`src/rtl/rx_pkg.sv`:
```
// Shared types and constants for the PHY receive deframer and its optional CRC checker.
// The CRC checker is built only when RX_FCS_CHECK_EN is defined.
package rx_pkg;

  typedef enum logic [1:0] {
    ST_IDLE,
    ST_PREAMBLE,
    ST_DATA,
    ST_DROP
  } rx_state_e;

  localparam logic [3:0] NIB_PREAMBLE = 4'h5;
  localparam logic [3:0] NIB_SFD      = 4'hD;

  localparam int CTRL_LEN_HI_MSB = 23;
  localparam int CTRL_LEN_HI_LSB = 12;
  localparam int CTRL_LEN_LO_MSB = 11;
  localparam int CTRL_LEN_LO_LSB = 0;

  localparam logic [31:0] CRC32_POLY    = 32'h04C11DB7;
  localparam logic [31:0] CRC32_RESIDUE = 32'hC704DD7B;

  function automatic logic [31:0] bitrev32(input logic [31:0] v);
    logic [31:0] r;
    for (int i = 0; i < 32; i++) r[i] = v[31-i];
    return r;
  endfunction

endpackage

```
`src/rtl/rx_crc32_nibble.sv`:
```
// Reflected CRC-32 register advanced four bits per cycle (LSB-first nibble order).
// The register is left un-inverted so the caller can compare against the residue.
module rx_crc32_nibble
  import rx_pkg::*;
(
  input  logic        clk_phy,
  input  logic        reset,
  input  logic        init,
  input  logic        en,
  input  logic [3:0]  nibble,
  output logic [31:0] crc
);

  localparam logic [31:0] POLY_REFL = bitrev32(CRC32_POLY);

  logic [31:0] crc_q;
  logic [31:0] crc_d;

  always_comb begin
    crc_d = crc_q ^ {28'd0, nibble};
    for (int i = 0; i < 4; i++) begin
      crc_d = crc_d[0] ? ((crc_d >> 1) ^ POLY_REFL) : (crc_d >> 1);
    end
  end

  always_ff @(posedge clk_phy or negedge reset) begin
    if (!reset) begin
      crc_q <= '1;
    end else if (init) begin
      crc_q <= '1;
    end else if (en) begin
      crc_q <= crc_d;
    end
  end

  assign crc = crc_q;

endmodule

```
`src/rtl/phy_rx_deframer.sv`:
```
// Receive deframer: 4-bit PHY stream (0x5 preamble, 0xD SFD, low nibble first) to bytes
// plus an end-of-frame control block. Define RX_FCS_CHECK_EN to add the FCS residue check.
module phy_rx_deframer
  import rx_pkg::*;
#(
  parameter int MIN_LEN      = 64,
  parameter int MAX_LEN      = 1518,
  parameter int PREAMBLE_MIN = 2
) (
  input  logic        clk_phy,
  input  logic        reset,
  input  logic [3:0]  phy_data_in,
  input  logic        phy_rx_dv,
  output logic [7:0]  r_data_out,
  output logic        r_data_valid,
  output logic        r_frame_valid,
  output logic [23:0] r_ctrl_out,
  output logic        r_frame_err
);

  localparam logic [3:0]  PRE_MIN_W = 4'(PREAMBLE_MIN);
  localparam logic [11:0] MIN_LEN_W = 12'(MIN_LEN);
  localparam logic [11:0] MAX_LEN_W = 12'(MAX_LEN);

  rx_state_e   state_q;
  logic [3:0]  pre_cnt_q;
  logic [3:0]  low_q;
  logic        phase_q;
  logic [11:0] len_q;
  logic [7:0]  data_q;
  logic        dvalid_q;
  logic        fvalid_q;
  logic [23:0] ctrl_q;
  logic        err_q;

  logic [11:0] len_d;
  logic        sfd_ok;
  logic        fcs_bad;
  logic        frame_err;

  assign len_d     = (&len_q) ? len_q : len_q + 12'd1;
  assign sfd_ok    = (phy_data_in == NIB_SFD) && (pre_cnt_q >= PRE_MIN_W);
  assign frame_err = phase_q | (len_q < MIN_LEN_W) | (len_q > MAX_LEN_W) | fcs_bad;

`ifdef RX_FCS_CHECK_EN
  logic [31:0] crc;
  logic        crc_init;
  logic        crc_en;

  assign crc_init = (state_q == ST_PREAMBLE) && phy_rx_dv && sfd_ok;
  assign crc_en   = (state_q == ST_DATA) && phy_rx_dv;

  rx_crc32_nibble u_crc (
    .clk_phy (clk_phy),
    .reset   (reset),
    .init    (crc_init),
    .en      (crc_en),
    .nibble  (phy_data_in),
    .crc     (crc)
  );

  // The register holds the reflected residue; compare in normal bit order.
  assign fcs_bad = (bitrev32(crc) != CRC32_RESIDUE);
`else
  assign fcs_bad = 1'b0;
`endif

  always_ff @(posedge clk_phy or negedge reset) begin
    if (!reset) begin
      state_q   <= ST_IDLE;
      pre_cnt_q <= '0;
      low_q     <= '0;
      phase_q   <= 1'b0;
      len_q     <= '0;
      data_q    <= '0;
      dvalid_q  <= 1'b0;
      fvalid_q  <= 1'b0;
      ctrl_q    <= '0;
      err_q     <= 1'b0;
    end else begin
      dvalid_q <= 1'b0;
      fvalid_q <= 1'b0;
      case (state_q)
        ST_IDLE: begin
          if (phy_rx_dv) begin
            if (phy_data_in == NIB_PREAMBLE) begin
              state_q   <= ST_PREAMBLE;
              pre_cnt_q <= 4'd1;
            end else begin
              state_q <= ST_DROP;
            end
          end
        end
        ST_PREAMBLE: begin
          if (!phy_rx_dv) begin
            state_q <= ST_IDLE;
          end else if (phy_data_in == NIB_PREAMBLE) begin
            if (pre_cnt_q != 4'hF) pre_cnt_q <= pre_cnt_q + 4'd1;
          end else if (sfd_ok) begin
            state_q <= ST_DATA;
            phase_q <= 1'b0;
            len_q   <= '0;
          end else begin
            state_q <= ST_DROP;
          end
        end
        ST_DATA: begin
          if (phy_rx_dv) begin
            if (!phase_q) begin
              low_q   <= phy_data_in;
              phase_q <= 1'b1;
            end else begin
              data_q   <= {phy_data_in, low_q};
              dvalid_q <= 1'b1;
              len_q    <= len_d;
              phase_q  <= 1'b0;
            end
          end else begin
            // Carrier drop ends the frame; a dangling low nibble is discarded.
            state_q  <= ST_IDLE;
            fvalid_q <= 1'b1;
            ctrl_q[CTRL_LEN_HI_MSB:CTRL_LEN_HI_LSB] <= len_q;
            ctrl_q[CTRL_LEN_LO_MSB:CTRL_LEN_LO_LSB] <= len_q;
            err_q    <= frame_err;
          end
        end
        ST_DROP: begin
          if (!phy_rx_dv) state_q <= ST_IDLE;
        end
        default: state_q <= ST_IDLE;
      endcase
    end
  end

  assign r_data_out    = data_q;
  assign r_data_valid  = dvalid_q;
  assign r_frame_valid = fvalid_q;
  assign r_ctrl_out    = ctrl_q;
  assign r_frame_err   = err_q;

endmodule

```
`config.mk`:
```
export PLATFORM = sky130hd
export DESIGN_NAME = phy_rx_deframer
export DESIGN_NICKNAME = d
export VERILOG_FILES = /design/src/rtl/rx_pkg.sv /design/src/rtl/rx_crc32_nibble.sv /design/src/rtl/phy_rx_deframer.sv
export SDC_FILE = /design/constraint.sdc
export NUM_CORES = 1
export LEC_CHECK = 0
export CAP_MARGIN = 20
export CORE_ASPECT_RATIO = 0.5
export CORE_UTILIZATION = 54
export CTS_BUF_LIST = sky130_fd_sc_hd__clkbuf_4 sky130_fd_sc_hd__clkbuf_8
export CTS_CLUSTER_DIAMETER = 80
export CTS_CLUSTER_SIZE = 8
export DETAILED_ROUTE_END_ITERATION = 6
export PLACE_DENSITY = 0.86
export SYNTH_ARGS = -nofsm -noshare
export SYNTH_HDL_FRONTEND = slang
export SYNTH_SLANG_ARGS = --single-unit
```
`constraint.sdc`:
```
create_clock -name clk_phy -period 2.16 [get_ports clk_phy]
set_input_delay 0.54 -clock clk_phy [delete_from_list [all_inputs] [get_ports clk_phy]]
set_output_delay 0.54 -clock clk_phy [all_outputs]
set_load 0.05 [all_outputs]
```
# Word level (Yosys, flattened, before mapping)
# Index checks and enable logic that the tools add are counted.
[totals]
ff_bits = 58
input_bits = 7
elab_cells = 81
[op_classes]
addsub = 2
order_cmp = 3
eq_ne = 18
muxes = 31
bitwise = 4
reduce_logical = 13
[ops]
columns = ["operator", "count"]
rows = [
  ["$mux W12", 6],
  ["$pmux W12 S2", 1],
  ["$ne A2 B2 Y1 const B", 11],
  ["$mux W4", 5],
  ["$add A12 B1 Y12 const B", 1],
  ["$gt A12 B11 Y1 const B", 1],
  ["$lt A12 B7 Y1 const B", 1],
  ["$reduce_and A12 Y1", 1],
  ["$mux W1", 11],
  ["$mux W2", 5],
  ["$reduce_and A3 Y1", 3],
  ["$pmux W4 S2", 1],
  ["$reduce_and A7 Y1", 1],
  ["$pmux W2 S3", 1],
  ["$reduce_and A6 Y1", 1],
  ["$reduce_and A5 Y1", 1],
  ["$add A4 B1 Y4 const B", 1],
  ["$eq A2 B2 Y1 const B", 2],
  ["$eq A4 B3 Y1 const B", 1],
  ["$eq A4 B4 Y1 const B", 1],
  ["$ge A4 B2 Y1 const B", 1],
  ["$ne A4 B4 Y1 const B", 1],
  ["$reduce_bool A2 Y1", 2],
  ["$ne A3 B3 Y1 const B", 1],
  ["8 further kinds", 10],
]

# Longest topological paths before layout
[logic_depth]
word_depth = 6
mapped_depth = 6

# Worst setup path after synthesis
# OpenSTA, ideal clock, no wires.
[synth_path]
kind = "register -> register"
from = "reg pre_cnt_q[0]"
to = "reg len_q[11]"
setup_time_ns = 0.064
t_arrival_ns = 1.653
required_time_ns = 2.096
setup_slack_ns = 0.443
stages_incl_launch_ff = 7
path_buffers = 0
period_less_slack_ns = 1.717
path_cell_list = "dfrtp_1 inv_1 ha_1 or4_4 a41oi_4 a211o_1 a21o_1"
[synth_between]
elab_chain_cells = 4
[synth_lines]
columns = ["element", "line", "source"]
rows = [
  ["start: declaration", "phy_rx_deframer.sv:26", "logic [3:0] pre_cnt_q;"],
  ["start signal: assignment", "phy_rx_deframer.sv:98", "if (pre_cnt_q != 4'hF) pre_cnt_q <= pre_cnt_q + 4'd1;"],
  ["$ge A4 B2 Y1", "phy_rx_deframer.sv:42", "assign sfd_ok = (phy_data_in == NIB_SFD) && (pre_cnt_q >= PRE_MIN_W);"],
  ["$logic_and A1 B1 Y1", "phy_rx_deframer.sv:42", ""],
  ["$ne A2 B2 Y1 (no source line)", "--", ""],
  ["$reduce_and A7 Y1 (no source line)", "--", ""],
  ["end signal: assignment", "phy_rx_deframer.sv:115", "len_q <= len_d;"],
  ["end: declaration", "phy_rx_deframer.sv:29", "logic [11:0] len_q;"],
]
# Every way passes these cells.
# A chain may end at the register's enable or synchronous reset.

# Worst setup path after layout
[layout_path]
from = "reg ctrl_q[14] (netlist: r_ctrl_out[14])"
to = "out r_ctrl_out[14]"
[layout_rtl]
columns = ["element", "line", "source"]
rows = [
  ["start: declaration", "phy_rx_deframer.sv:33", "logic [23:0] ctrl_q;"],
  ["start signal: indexed assignment", "phy_rx_deframer.sv:122", "ctrl_q[CTRL_LEN_HI_MSB:CTRL_LEN_HI_LSB] <= len_q;"],
  ["start signal: indexed assignment", "phy_rx_deframer.sv:123", "ctrl_q[CTRL_LEN_LO_MSB:CTRL_LEN_LO_LSB] <= len_q;"],
  ["end: declaration", "phy_rx_deframer.sv:17", "output logic [23:0] r_ctrl_out,"],
]
# No word-level cell between the ends.

==> impl_metrics.toml <==
[timing]
fmax_ghz = 0.492
setup_tns_ps = 0
setup_viol = 0
max_slew_margin = 0.621
min_period_ps = 2030
worstMarginPinSlew_ps = 569
fin_crit_sh = 0.941
skew_ps = 7.18
finalHoldViolCount = 0
worst_slack_ps = 128
maxSlewViolCount = 0
rsz0062_at_grt = "false"

[drt]
drt_iter0_drc = 96
wl_um = 4520
dr.pass1.iters = 4
num_vias = 1715
post-route-drc-count = 0
antenna_left = 0
viasPerCell = 5.79
wire_per_inst_um = 15.3

[critical_path]
worst-path-buf-inv = 1
cp_slowest_cell = "clkdlybuf4s50_1"
critPathTopFamily = "buffers and inverters"
r2r-end = "len_q[11]"
required_ps = 1620
critical_path.cell_chain = "clkdlybuf4s50_1"
critPathKind = "reg2out"
path_max_fanout = 3
ff2ff_setup_slack_ps = 200
endpoint_kind = "primary output"
start_kind = "flop"
slowest_delay_ps = 810
critical_path_arrival_ps = 1490
r2r-start = "pre_cnt_q[0]"
r2r_cells = 6

[global_routing]
grt_antenna_before_repair = 0
grt.overflow.total = 0
grt_pass1_wl_um = 7410
grt.total_usage = 0.226
grt_pass1_vias = 1577
grt_max_degree = 47

[clocking]
h-tree-depth = 2
cts-root-buf = "clkbuf_8"
clkLatencyLatePin_ps = 310
tritoncts = "yes"
post_cts.repair.setup_buffers = 0
clk_path_buf_depth = 2
post_cts_resized = 0
cts_buffers = 5
holdBufCountCts = 0
clock-sinks = 46
cts.clk_slew.worst_paths_ps = 80

[status]
status = "finished, final reports clean"

[power]
vdd_drop_max_mv = 0.920
p_per_area_nw_per_um2 = 1130
p_leak_nw = 1.20

[die]
fp.dieW_um = 93.8
std_cell_rows = 16
core-area_um2 = 3960
boundaryPins = 42
start_util = 0.574
die_area_um2 = 4490
die_y_um = 47.9

[finish]
nFillCells = 295
fin_nets = 251
n_antenna_cell = 0
layout-area-overhead-vs-synth_pct = 20.6
drive_above_1_share = 0.165
multiInputGateArea_um2 = 956
seq_area_um2 = 1150
fin_cells = 296

[synthesis]
yosysSeqAreaShare = 0.506
yosys_register_bits = 46
syn_inst = 209
synthArstFlopShare = 1.00
synth_area_per_cell_um2 = 10.9
synth_flop_cell = "dfrtp_1"
synth_warnings = 0
ys_types = 46
synth_edf_count = 0
synth_nets = 219
syn_area_um2 = 2270

[placed_design]
pre_cts_slack_ps = 35.6
dp_cells = 288
dp_hpwl_um = 3110
portBuffers = 41
gp_congestion = 0.846

[run]
drv_cap = 0

[min_path]
min_path_type = "in2async"
==> cells by family after synthesis <==
group                    count (synthesis)  synth area share
multiplexers                            17            0.0836
AO/OA/AOI/OAI                           42             0.145
buffers and inverters                   26            0.0737
flip-flops                              46             0.506
AND/OR/NAND/NOR                         75             0.175
adder cells (fa/ha/maj)                  3            0.0165
==> through the flow <==
stage	total power, mW	cell area (um2)	hold WS, ps	utilization
floorplan	2.16	2270	244	-
global placement	2.51	2650	448	0.668
detailed placement	2.55	2650	468	0.668
CTS	3.11	2740	323	0.692
global route	3.24	2740	367	0.692
finish	3.09	2740	301	0.692
==> power breakdown <==
| group | switching (mW) | total [mW] | internal, mW |
|---|---|---|---|
| clock network | 0.288 | 0.559 | 0.271 |
| logic | 0.839 | 1.29 | 0.450 |
| registers | 0.183 | 1.25 | 1.06 |
==> worst max path at each step <==
stage / from / endpoint / slack [ps] / cells past startpoint
final: r_ctrl_out[14] / r_ctrl_out[14] / 130 / 1
after floorplan: pre_cnt_q[0] / len_q[11] / 440 / 6
after global routing: r_ctrl_out[13] / r_ctrl_out[1] / 70 / 1
after global placement: phy_data_in[0] / len_q[11] / 70 / 5
after detailed placement: phy_data_in[0] / len_q[11] / 40 / 5
after CTS: r_ctrl_out[14] / r_ctrl_out[14] / 120 / 1
==> cell usage in the layout, fill, tap and decap left out, drive strengths merged, types with 2 or more instances in the layout <==
master | synthesis | layout
dfrtp | 46 | 46
clkdlybuf4s50 | 0 | 40
nand2 | 35 | 35
mux2 | 16 | 16
a21oi | 10 | 10
nand3 | 8 | 8
o21ai | 7 | 7
clkbuf | 3 | 7
nand4 | 6 | 6
buf | 18 | 6
inv | 5 | 5
a31oi | 5 | 5
o31ai | 5 | 5
nor2 | 5 | 5
a41oi | 5 | 5
and4 | 4 | 4
ha | 3 | 3
or4 | 3 | 3
nand2b | 2 | 2
and2b | 2 | 2
nor4 | 2 | 2
and2 | 2 | 2
o211ai | 2 | 2
==> routing by layer <==
metal  share of wire  global-route usage  up-vias
li1                -                   -      817
met1            0.45               0.282      836
met2            0.48               0.401       54
met4           0.014              0.0923        0
met5               0                   0        -
met3           0.054              0.0476        8
==> state kept, by name, indices dropped and copies added, names as in the netlist <==
register / cells
len_q: 12
r_ctrl_out: 12
r_data_out: 8
low_q: 4
pre_cnt_q: 4
state_q: 2
phase_q: 1
r_data_valid: 1
r_frame_err: 1
r_frame_valid: 1
==> synth_stat cells, types with 2 or more instances <==
cell type	instances	area, um2
mux2_2	16	180
a21oi_1	9	45.0
nand2b_1	2	12.5
o21ai_0	6	30.0
ha_1	3	37.5
nand4_1	5	31.3
or4_1	2	15.0
inv_1	5	18.8
o31ai_1	5	37.5
and4_2	2	20.0
and2b_2	2	17.5
nor2_1	4	15.0
buf_6	2	22.5
a31oi_1	5	31.3
a41oi_1	4	35.0
nand3_1	8	40.0
buf_4	14	105
nand2_1	35	131
and2_1	2	12.5
o211ai_1	2	15.0
nor4_1	2	12.5
buf_2	2	10.0
clkbuf_1	3	11.3
and4_1	2	17.5
dfrtp_1	46	1150
==> cell type report <==
type	count	share of cell area
clock buffer	7	0.0328
clock inverter	1	0.00182
inverter	5	0.00684
multi-input combinational	137	0.348
sequential	46	0.420
tap	54	0.0246
timing repair buffer	46	0.166
Power figures use the tool's default switching activity.
